### src/rtl/isa_pkg.sv
// Shared ISA definitions for the instruction encoder/loader: opcode constants,
// instruction formats, the op->format map and the loader FSM states.
package isa_pkg;

  localparam logic [4:0] OP_LD     = 5'd12;
  localparam logic [4:0] OP_ST     = 5'd13;
  // R-type opcodes are 0..6 plus 11
  localparam logic [4:0] OP_R_LAST = 5'd6;
  localparam logic [4:0] OP_R_EXT  = 5'd11;

  typedef logic [19:0] inst_t;

  typedef enum logic [1:0] {FMT_R, FMT_LD, FMT_ST, FMT_J} fmt_e;

  typedef enum logic [1:0] {S_IDLE, S_RUN, S_DRAIN, S_DONE} state_e;

  function automatic fmt_e fmt_of(input logic [4:0] op);
    fmt_e f;
    if (op <= OP_R_LAST || op == OP_R_EXT) f = FMT_R;
    else if (op == OP_LD)                  f = FMT_LD;
    else if (op == OP_ST)                  f = FMT_ST;
    else                                   f = FMT_J;
    return f;
  endfunction

endpackage

### src/rtl/enc_fifo.sv
// Small synchronous FIFO holding encoded instruction words between the
// input handshake and the imem write port. DEPTH must be a power of two >= 2.
module enc_fifo
  import isa_pkg::*;
#(
  parameter int DEPTH = 4
) (
  input  logic  clk,
  input  logic  rst_n,
  input  logic  push,
  input  logic  pop,
  input  inst_t wdata,
  output inst_t rdata,
  output logic  full,
  output logic  empty
);

  localparam int PW = $clog2(DEPTH);

  inst_t         mem [DEPTH];
  logic [PW-1:0] wr_ptr;
  logic [PW-1:0] rd_ptr;
  logic [PW:0]   count;
  logic          do_push;
  logic          do_pop;

  assign full    = (count == (PW+1)'(DEPTH));
  assign empty   = (count == '0);
  assign do_push = push && !full;
  assign do_pop  = pop && !empty;
  assign rdata   = mem[rd_ptr];

  always_ff @(posedge clk) begin
    if (do_push) mem[wr_ptr] <= wdata;
  end

  always_ff @(posedge clk or negedge rst_n) begin
    if (!rst_n) begin
      wr_ptr <= '0;
      rd_ptr <= '0;
      count  <= '0;
    end else begin
      if (do_push) wr_ptr <= wr_ptr + 1'b1;
      if (do_pop)  rd_ptr <= rd_ptr + 1'b1;
      if (do_push && !do_pop)      count <= count + 1'b1;
      else if (!do_push && do_pop) count <= count - 1'b1;
    end
  end

endmodule

### src/rtl/inst_enc_loader.sv
// Packs instruction fields into 20-bit words and streams them into imem from a
// base address. Optional field checking is enabled by defining INST_ENC_CHECK_EN.
//
// state   | meaning
// S_IDLE  | waiting for start; base address captured on start
// S_RUN   | accepting bundles and draining the FIFO
// S_DRAIN | last bundle taken; emptying FIFO and finishing the final write
// S_DONE  | one-cycle done pulse, then back to idle
module inst_enc_loader
  import isa_pkg::*;
#(
  parameter int AW    = 8,
  parameter int DEPTH = 4
) (
  input  logic          clk,
  input  logic          rst_n,
  input  logic          start,
  input  logic [AW-1:0] base_addr,
  input  logic          in_valid,
  output logic          in_ready,
  input  logic [4:0]    in_op,
  input  logic [4:0]    in_rd,
  input  logic [4:0]    in_rs,
  input  logic [4:0]    in_rt,
  input  logic [14:0]   in_bamt,
  input  logic          in_last,
  output logic          imem_we,
  output logic [AW-1:0] imem_addr,
  output logic [19:0]   imem_wdata,
  output logic          busy,
  output logic          done,
  output logic          enc_err
);

  state_e        state, state_nxt;
  logic [AW-1:0] addr_cnt;
  fmt_e          fmt;
  logic [14:0]   payload;
  inst_t         enc_word;
  inst_t         fifo_rdata;
  logic          fifo_full, fifo_empty;
  logic          push, pop;

  assign fmt      = fmt_of(in_op);
  assign in_ready = (state == S_RUN) && !fifo_full;
  assign push     = in_valid && in_ready;
  assign pop      = (state == S_RUN || state == S_DRAIN) && !fifo_empty;
  assign busy     = (state == S_RUN || state == S_DRAIN);
  assign done     = (state == S_DONE);

  always_comb begin
    payload = in_bamt;
    case (fmt)
      FMT_R:   payload = {in_rd, in_rs, in_rt};
      FMT_LD:  payload = {in_rd, in_rt, in_rs};
      FMT_ST:  payload = {in_rs, in_rd, 5'b0};
      default: payload = in_bamt;
    endcase
  end

  assign enc_word = {in_op, payload};

  enc_fifo #(.DEPTH(DEPTH)) u_fifo (
    .clk   (clk),
    .rst_n (rst_n),
    .push  (push),
    .pop   (pop),
    .wdata (enc_word),
    .rdata (fifo_rdata),
    .full  (fifo_full),
    .empty (fifo_empty)
  );

  always_comb begin
    state_nxt = state;
    case (state)
      S_IDLE:  if (start) state_nxt = S_RUN;
      S_RUN:   if (push && in_last) state_nxt = S_DRAIN;
      // wait until the final registered write has been presented
      S_DRAIN: if (fifo_empty && !imem_we) state_nxt = S_DONE;
      S_DONE:  state_nxt = S_IDLE;
      default: state_nxt = S_IDLE;
    endcase
  end

  always_ff @(posedge clk or negedge rst_n) begin
    if (!rst_n) begin
      state      <= S_IDLE;
      addr_cnt   <= '0;
      imem_we    <= 1'b0;
      imem_addr  <= '0;
      imem_wdata <= '0;
    end else begin
      state   <= state_nxt;
      imem_we <= pop;
      if (state == S_IDLE && start) addr_cnt <= base_addr;
      else if (pop)                 addr_cnt <= addr_cnt + 1'b1;
      if (pop) begin
        imem_addr  <= addr_cnt;
        imem_wdata <= fifo_rdata;
      end
    end
  end

`ifdef INST_ENC_CHECK_EN
  logic field_bad;

  always_comb begin
    field_bad = 1'b0;
    case (fmt)
      FMT_ST:  field_bad = (in_rt != 5'd0) || (in_bamt != 15'd0);
      FMT_J:   field_bad = ((in_rd | in_rs | in_rt) != 5'd0);
      default: field_bad = (in_bamt != 15'd0);
    endcase
  end

  always_ff @(posedge clk or negedge rst_n) begin
    if (!rst_n)                      enc_err <= 1'b0;
    else if (state == S_IDLE && start) enc_err <= 1'b0;
    else if (push && field_bad)      enc_err <= 1'b1;
  end
`else
  assign enc_err = 1'b0;
`endif

endmodule
### config.mk
export PLATFORM = sky130hd
export DESIGN_NAME = inst_enc_loader
export DESIGN_NICKNAME = d
export VERILOG_FILES = /design/src/rtl/isa_pkg.sv /design/src/rtl/enc_fifo.sv /design/src/rtl/inst_enc_loader.sv
export SDC_FILE = /design/constraint.sdc
export NUM_CORES = 1
export LEC_CHECK = 0
export BUFFER_PORTS_ARGS = -buffer_cell sky130_fd_sc_hd__buf_2
export CORE_ASPECT_RATIO = 0.9
export CORE_MARGIN = 3
export CORE_UTILIZATION = 40
export CTS_BUF_LIST = sky130_fd_sc_hd__clkbuf_4
export CTS_CLUSTER_DIAMETER = 60
export CTS_CLUSTER_SIZE = 8
export DETAILED_ROUTE_END_ITERATION = 10
export SLEW_MARGIN = 10
export SYNTH_ARGS = -nofsm -noshare
export SYNTH_HDL_FRONTEND = slang
export SYNTH_SLANG_ARGS = --single-unit
### constraint.sdc
create_clock -name clk -period 3.1 [get_ports clk]
set_input_delay 0.62 -clock clk [delete_from_list [all_inputs] [get_ports clk]]
set_output_delay 0.62 -clock clk [all_outputs]
set_load 0.03 [all_outputs]
==> results.toml, run 1 <==
[logic_synthesis]
synth_cell_types = 44
synthesis.area_sq_um = 5409
syn_nets = 446
synth_flop_cell = "edfxtp_1"
synthTopCellsByCount = "91 x nand2_1, 80 x edfxtp_1, 46 x dfrtp_1"
synth_edf_count = 80
synthArstFlopShare_pct = 36.51
synthMuxAreaShare_pct = 9.230
yosys.area.top_type = "edfxtp_1"
synth_compound_area_share_pct = 7.541
ys_ff_latch = 126
syn_inst = 386
yosysSeqAreaShare_pct = 65.70
yosys.cell_count.top_type = "nand2_1"
synthXorXnorAreaFrac_pct = 2.105
synthAdderAreaFrac_pct = 2.915
ys_warn_count = 0
synth_area_leaders = "edfxtp_1 44%, dfrtp_1 21%, mux4_2 8.3%, nand2_1 6.3%, ha_1 2.5%"
synth_top_family_by_area = "simple AND/OR/NAND/NOR gates"
synthSimpleGateAreaFrac_pct = 10.25
synth.top_cell.area_share_pct = 44.41
syn-mean-instance-area_sq_um = 14.01

[cts]
cts_buffers = 17
path_clk_slew_ns = 0.12
holdBufCountCts = 0
post_cts_buffers = 0
cts.sinks = 126
cts_resized = 0
clockBufferDepth = 2
cts_htree_levels = 4
cts_tree = "yes"
clock_latency_ns = 0.50
root_buffer = "clkbuf_4"

[route]
first_pass_iters = 7
dr.first_iter.drc_count = 218
post_drt_wl_per_cell_um = 18.29
via_per_inst = 5.317
vias = 3477
wirelength_um = 11960
drtAntennaViolNets = 0
drc = 0

[critical_path]
r2r_slack_ns = 0.65
cp.required_ns = 3.53
crit_path_start_kind = "flop"
crit_path_start = "state[1]$_DFFE_PN0P_"
worst_r2r_endpoint = "u_fifo.count[2]$_DFFE_PN0P_"
r2r_start = "state[1]$_DFFE_PN0P_"
endpoint_kind = "flop"
crit_type = "reg2reg"
r2r_cells = 10
cp_data_arrival_time_ns = 2.88
worstPathMaxFanout = 6

[power]
p_switching_w = 0.002592
p_comb_share_pct = 41.4
p_leak_nw = 2.592
power_frac_seq_pct = 41.2
internal_power_w = 0.003690
ir_drop_v = 0.0004125
switching_share_pct = 41.26
powerDensity_nw_per_um2 = 1001
p_clk_share_pct = 17.4

[placement]
preCtsSetupSlack_ns = 0.5313
hpwl_um = 8020
routabilityCongestion = 0.8384
io_buffers = 79
place_area_sq_um = 6000

[worst_hold_path]
worstHoldPathType = "in2async"

[grt]
grt_start_max_net_pins = 27
antenna_found_initial = 0
track_usage_pct = 16.94
grt_pass1_vias = 3444
grt_pass1_wl_um = 18920
gr-total-overflow = 0

[timing]
slew_violations = 0
max_freq_mhz = 407.9
period_share_pct = 79.09
setup_viol = 0
setup_tns_ns = 0
rsz0062_at_grt = "no"
hold_viol_final = 0
hold_ws_ns = 0.08065
setup_ws_ns = 0.6483
fin_skew_ns = 0.01655
relSlewSlack_pct = 26.45
period_needed_ns = 2.452
worst_pin_slew_ns = 1.103

[die]
num_rows = 39
start_util_pct = 41.83
core_sq_um = 12930
dieArea_sq_um = 14960
fp.dieW_um = 128.6
die_h_um = 116.3
ios = 81

[layout]
area_growth_pct = 15.98
fin_area_sq_um = 6274
diodes = 0
drive_gt1_share_pct = 29.18
fin_nets = 537

[run_status]
status = "completed"

[job]
max_cap_viol_count = 0
==> layout by cell type, fill, tap and decap left out, types with 2 or more instances in the layout <==
| cell | synthesis | layout |
|---|---|---|
| and3_1 | 6 | 6 |
| nor2_1 | 16 | 16 |
| xor2_1 | 6 | 6 |
| buf_2 | 2 | 79 |
| clkbuf_4 | 0 | 17 |
| clkinv_1 | 1 | 4 |
| nand3_1 | 2 | 2 |
| a22o_1 | 5 | 5 |
| bufinv_16 | 0 | 2 |
| nor3_1 | 2 | 2 |
| mux4_2 | 20 | 20 |
| o21a_1 | 5 | 5 |
| clkinv_2 | 0 | 2 |
| a222oi_1 | 5 | 5 |
| dfrtp_1 | 46 | 46 |
| clkinvlp_4 | 0 | 4 |
| o22ai_1 | 5 | 5 |
| xnor2_1 | 7 | 7 |
| nor3b_1 | 2 | 2 |
| inv_6 | 0 | 2 |
| a211oi_1 | 2 | 2 |
| nand2_1 | 91 | 91 |
| nand4_1 | 4 | 4 |
| a21oi_1 | 13 | 13 |
| clkinv_4 | 0 | 2 |
| ha_1 | 11 | 11 |
| buf_4 | 2 | 9 |
| edfxtp_1 | 80 | 80 |
| a221oi_1 | 5 | 5 |
| nand2b_1 | 2 | 2 |
| a21o_1 | 6 | 6 |
| inv_1 | 10 | 10 |
| mux2_2 | 3 | 3 |
==> area by class of cell <==
type,count,area (sq um)
Clock buffer,17,127.6
Clock inverter,15,146.4
Fill cell,1178,6658
Inverter,11,41.29
Multi-Input combinational cell,233,1737
Sequential cell,126,3553
Tap cell,164,205.2
Timing Repair Buffer,88,462.9
==> routing by layer <==
layer | track usage (%) | part of all wire, % | vias up | wire length [um]
met5 | 0 | 0 | - | 0
met4 | 3.709 | 0.74 | 0 | 88
li1 | - | - | 1605 | -
met1 | 24.52 | 48 | 1726 | 5693
met3 | 4.984 | 7.0 | 9 | 834
met2 | 25.69 | 45 | 137 | 5347
==> registers in the layout, indices dropped and copies added, names as in the netlist <==
signal / cells
u_fifo.mem: 80
imem_wdata: 20
addr_cnt: 8
imem_addr: 8
u_fifo.count: 3
state: 2
u_fifo.rd_ptr: 2
u_fifo.wr_ptr: 2
imem_we: 1
==> power groups by stage <==
stage	Clock, W	Combinational (W)	Sequential (W)
global placement	0	0.00261	0.00262
finish	0.00109	0.00260	0.00259
detailed placement	0	0.00266	0.00263
global route	0.00120	0.00290	0.00265
floorplan	0	0.00161	0.00288
CTS	0.00112	0.00266	0.00260
==> critical path: stages, from the launching register on <==
cell	delay [ns]
dfrtp_1	0.44
inv_1	0.12
ha_1	0.17
nor2b_1	0.30
and2_1	0.26
ha_1	0.21
inv_1	0.06
fa_1	0.37
xor2_1	0.17
nor2_1	0.11
xor2_1	0.17
==> metrics by stage <==
| step | cells | util, % | total power, W |
|---|---|---|---|
| 3_5_place_dp | 622 | 46.40 | 0.005289 |
| 6_report | 654 | 48.51 | 0.006282 |
| 2_1_floorplan | 386 | - | 0.004493 |
| 3_3_place_gp | 622 | 46.40 | 0.005228 |
| 4_1_cts | 654 | 48.51 | 0.006385 |
| 5_1_grt | 654 | 48.51 | 0.006751 |
==> how the worst max path moves through the flow <==
stage / end / slack, ns / cells past startpoint
2_1_floorplan: u_fifo.count[2]$_DFFE_PN0P_ / 0.55 / 10
3_3_place_gp: u_fifo.mem[0][4]$_DFFE_PP_ / 0.56 / 5
3_5_place_dp: u_fifo.mem[0][4]$_DFFE_PP_ / 0.53 / 5
4_1_cts: in_ready / 0.63 / 4
5_1_grt: u_fifo.count[2]$_DFFE_PN0P_ / 0.45 / 10
6_report: u_fifo.count[2]$_DFFE_PN0P_ / 0.65 / 10
==> logic make-up after synthesis <==
group / after synthesis
simple gates: 129
fa+ha+maj: 12
other cells: 1
xor+xnor: 13
mux: 24
buf+inv: 27
flops: 126
compound gates: 54
(Power assumes the default switching activity.)
==> inputs of run 2 (changes only) <==
==> constraint.sdc (replaced) <==
create_clock -name clk -period 2.56 [get_ports clk]
set_input_delay 0.512 -clock clk [delete_from_list [all_inputs] [get_ports clk]]
set_output_delay 0.512 -clock clk [all_outputs]
set_load 0.03 [all_outputs]
==> run 2 against run 1 <==
- routed wire length rose by 0.37%
- utilization rose by 1.0 points
- hold slack improved by 0.21 ns
- clock power rose by 43%
- final area rose by 2.1%
- flip-flop and latch count did not move
- largest power group unchanged
- global-route usage rose by 0.16 points
==> results.toml, run 2 (synthesis results as in run 1) <==
[run_status]
status = "completed"

[timing]
slew_violations = 0
hold_viol_final = 0
period_share_pct = 85.80
fin_skew_ns = 0.01242
rsz0062_at_grt = "no"
period_needed_ns = 2.197
setup_viol = 0
max_freq_mhz = 455.3
worst_pin_slew_ns = 0.6132
relSlewSlack_pct = 59.12
setup_tns_ns = 0

[layout]
area_growth_pct = 18.46
diodes = 0
fin_util_pct = 49.55
layout_common_cells = "91 x nand2_1, 80 x edfxtp_1, 79 x buf_2"
biggestRegsByFlops = "u_fifo.mem: 80 flops, imem_wdata: 20 flops"
largest_register_ffs = 80
layout.cells.non_filler = 662
fin_nets = 545
final_common_cell = "nand2_1"
top_register = "u_fifo.mem"
drive_gt1_share_pct = 29.92

[placement]
hpwl_um = 8242
routabilityCongestion = 0.8027
io_buffers = 79
dp.cells = 629

[route]
drc = 0
via_per_inst = 5.257
post_drt_wl_per_cell_um = 18.14
wirelength_um = 12010
drtAntennaViolNets = 0
vias = 3480
first_pass_iters = 8
dr.first_iter.drc_count = 275

[cts]
clockBufferDepth = 2
cts_resized = 0
root_buffer = "clkbuf_4"
clock_latency_ns = 0.49
post_cts_buffers = 0
cts_buffers = 17
cts_tree = "yes"
cts.sinks = 126
cts_htree_levels = 4
holdBufCountCts = 1
path_clk_slew_ns = 0.11

[die]
die_h_um = 116.3
start_util_pct = 41.83
core_sq_um = 12930
dieArea_sq_um = 14960
ios = 81
num_rows = 39
fp.dieW_um = 128.6

[power]
p_leak_nw = 2.668
ir_drop_v = 0.0005736
power_w = 0.007915
powerDensity_nw_per_um2 = 1235

[worst_hold_path]
min_from = "base_addr[2]"
worstHoldPathType = "in2reg"

[grt]
grt_pass1_wl_um = 19430
antenna_found_initial = 0
track_usage_pct = 17.10
grt_pass1_vias = 3506
grt_start_max_net_pins = 36
gr-total-overflow = 0

[critical_path]
cp_data_arrival_time_ns = 1.68
cp-endpoint = "in_ready"
endpoint_kind = "output pin"
cp.required_ns = 2.05
crit_path_start_kind = "flop"
worst_r2r_endpoint = "u_fifo.count[2]$_DFFE_PN0P_"
r2r_start = "state[1]$_DFFE_PN0P_"
r2r_cells = 10
crit_path_start = "state[1]$_DFFE_PN0P_"
crit_type = "reg2out"
r2r_slack_ns = 0.37
worstPathMaxFanout = 5

[job]
max_cap_viol_count = 0
[run 2: final cells by class]
type / instances / area, sq um
Fill cell: 1163 / 6524
Sequential cell: 126 / 3553
Multi-Input combinational cell: 233 / 1737
Timing Repair Buffer: 96 / 538.0
Tap cell: 164 / 205.2
Clock inverter: 14 / 197.7
Clock buffer: 18 / 135.1
Inverter: 11 / 41.29
[run 2: worst max-delay path, stage by stage, from the launching register on]
cell and delay [ns]:
dfrtp_1 0.43, inv_1 0.11, ha_1 0.16, nor2b_1 0.16, buf_4 0.14, buf_2 0.19
[run 2: worst min path at each step]
stage	endpoint	slack, ns	cells after the start
3_3_place_gp	imem_addr[4]$_DFFE_PN0P_	0.39	1
4_1_cts	addr_cnt[2]$_DFFE_PN0P_	0.23	3
6_report	addr_cnt[2]$_DFFE_PN0P_	0.29	3
2_1_floorplan	addr_cnt[0]$_DFFE_PN0P_	0.22	0
5_1_grt	addr_cnt[2]$_DFFE_PN0P_	0.23	3
3_5_place_dp	imem_addr[4]$_DFFE_PN0P_	0.39	1
[run 2: metrics by stage]
step	hold slack [ns]	setup WS, ns	instance area (sq um)
final	0.2879	0.3635	6407
after global routing	0.2318	0.1414	6407
after CTS	0.2311	0.2884	6407
after detailed placement	0.3893	0.2581	6065
after global placement	0.3869	0.3404	6065
after floorplan	0.2164	0.01264	5409
[run 2: routing by layer]
layer  global-route usage [%]  up-vias  part of all wire, %
li1                         -     1627                    -
met2                    26.31      138                   46
met5                        0        -                    0
met4                    3.709        0                 0.33
met1                    24.28     1713                   45
met3                    5.213        2                  7.8
[run 2: report_power, final]
part / switching [W] / internal [W]
clock network: 0.000696 / 0.000868
registers: 0.000331 / 0.00271
logic: 0.00208 / 0.00123
total: 0.00311 / 0.00481
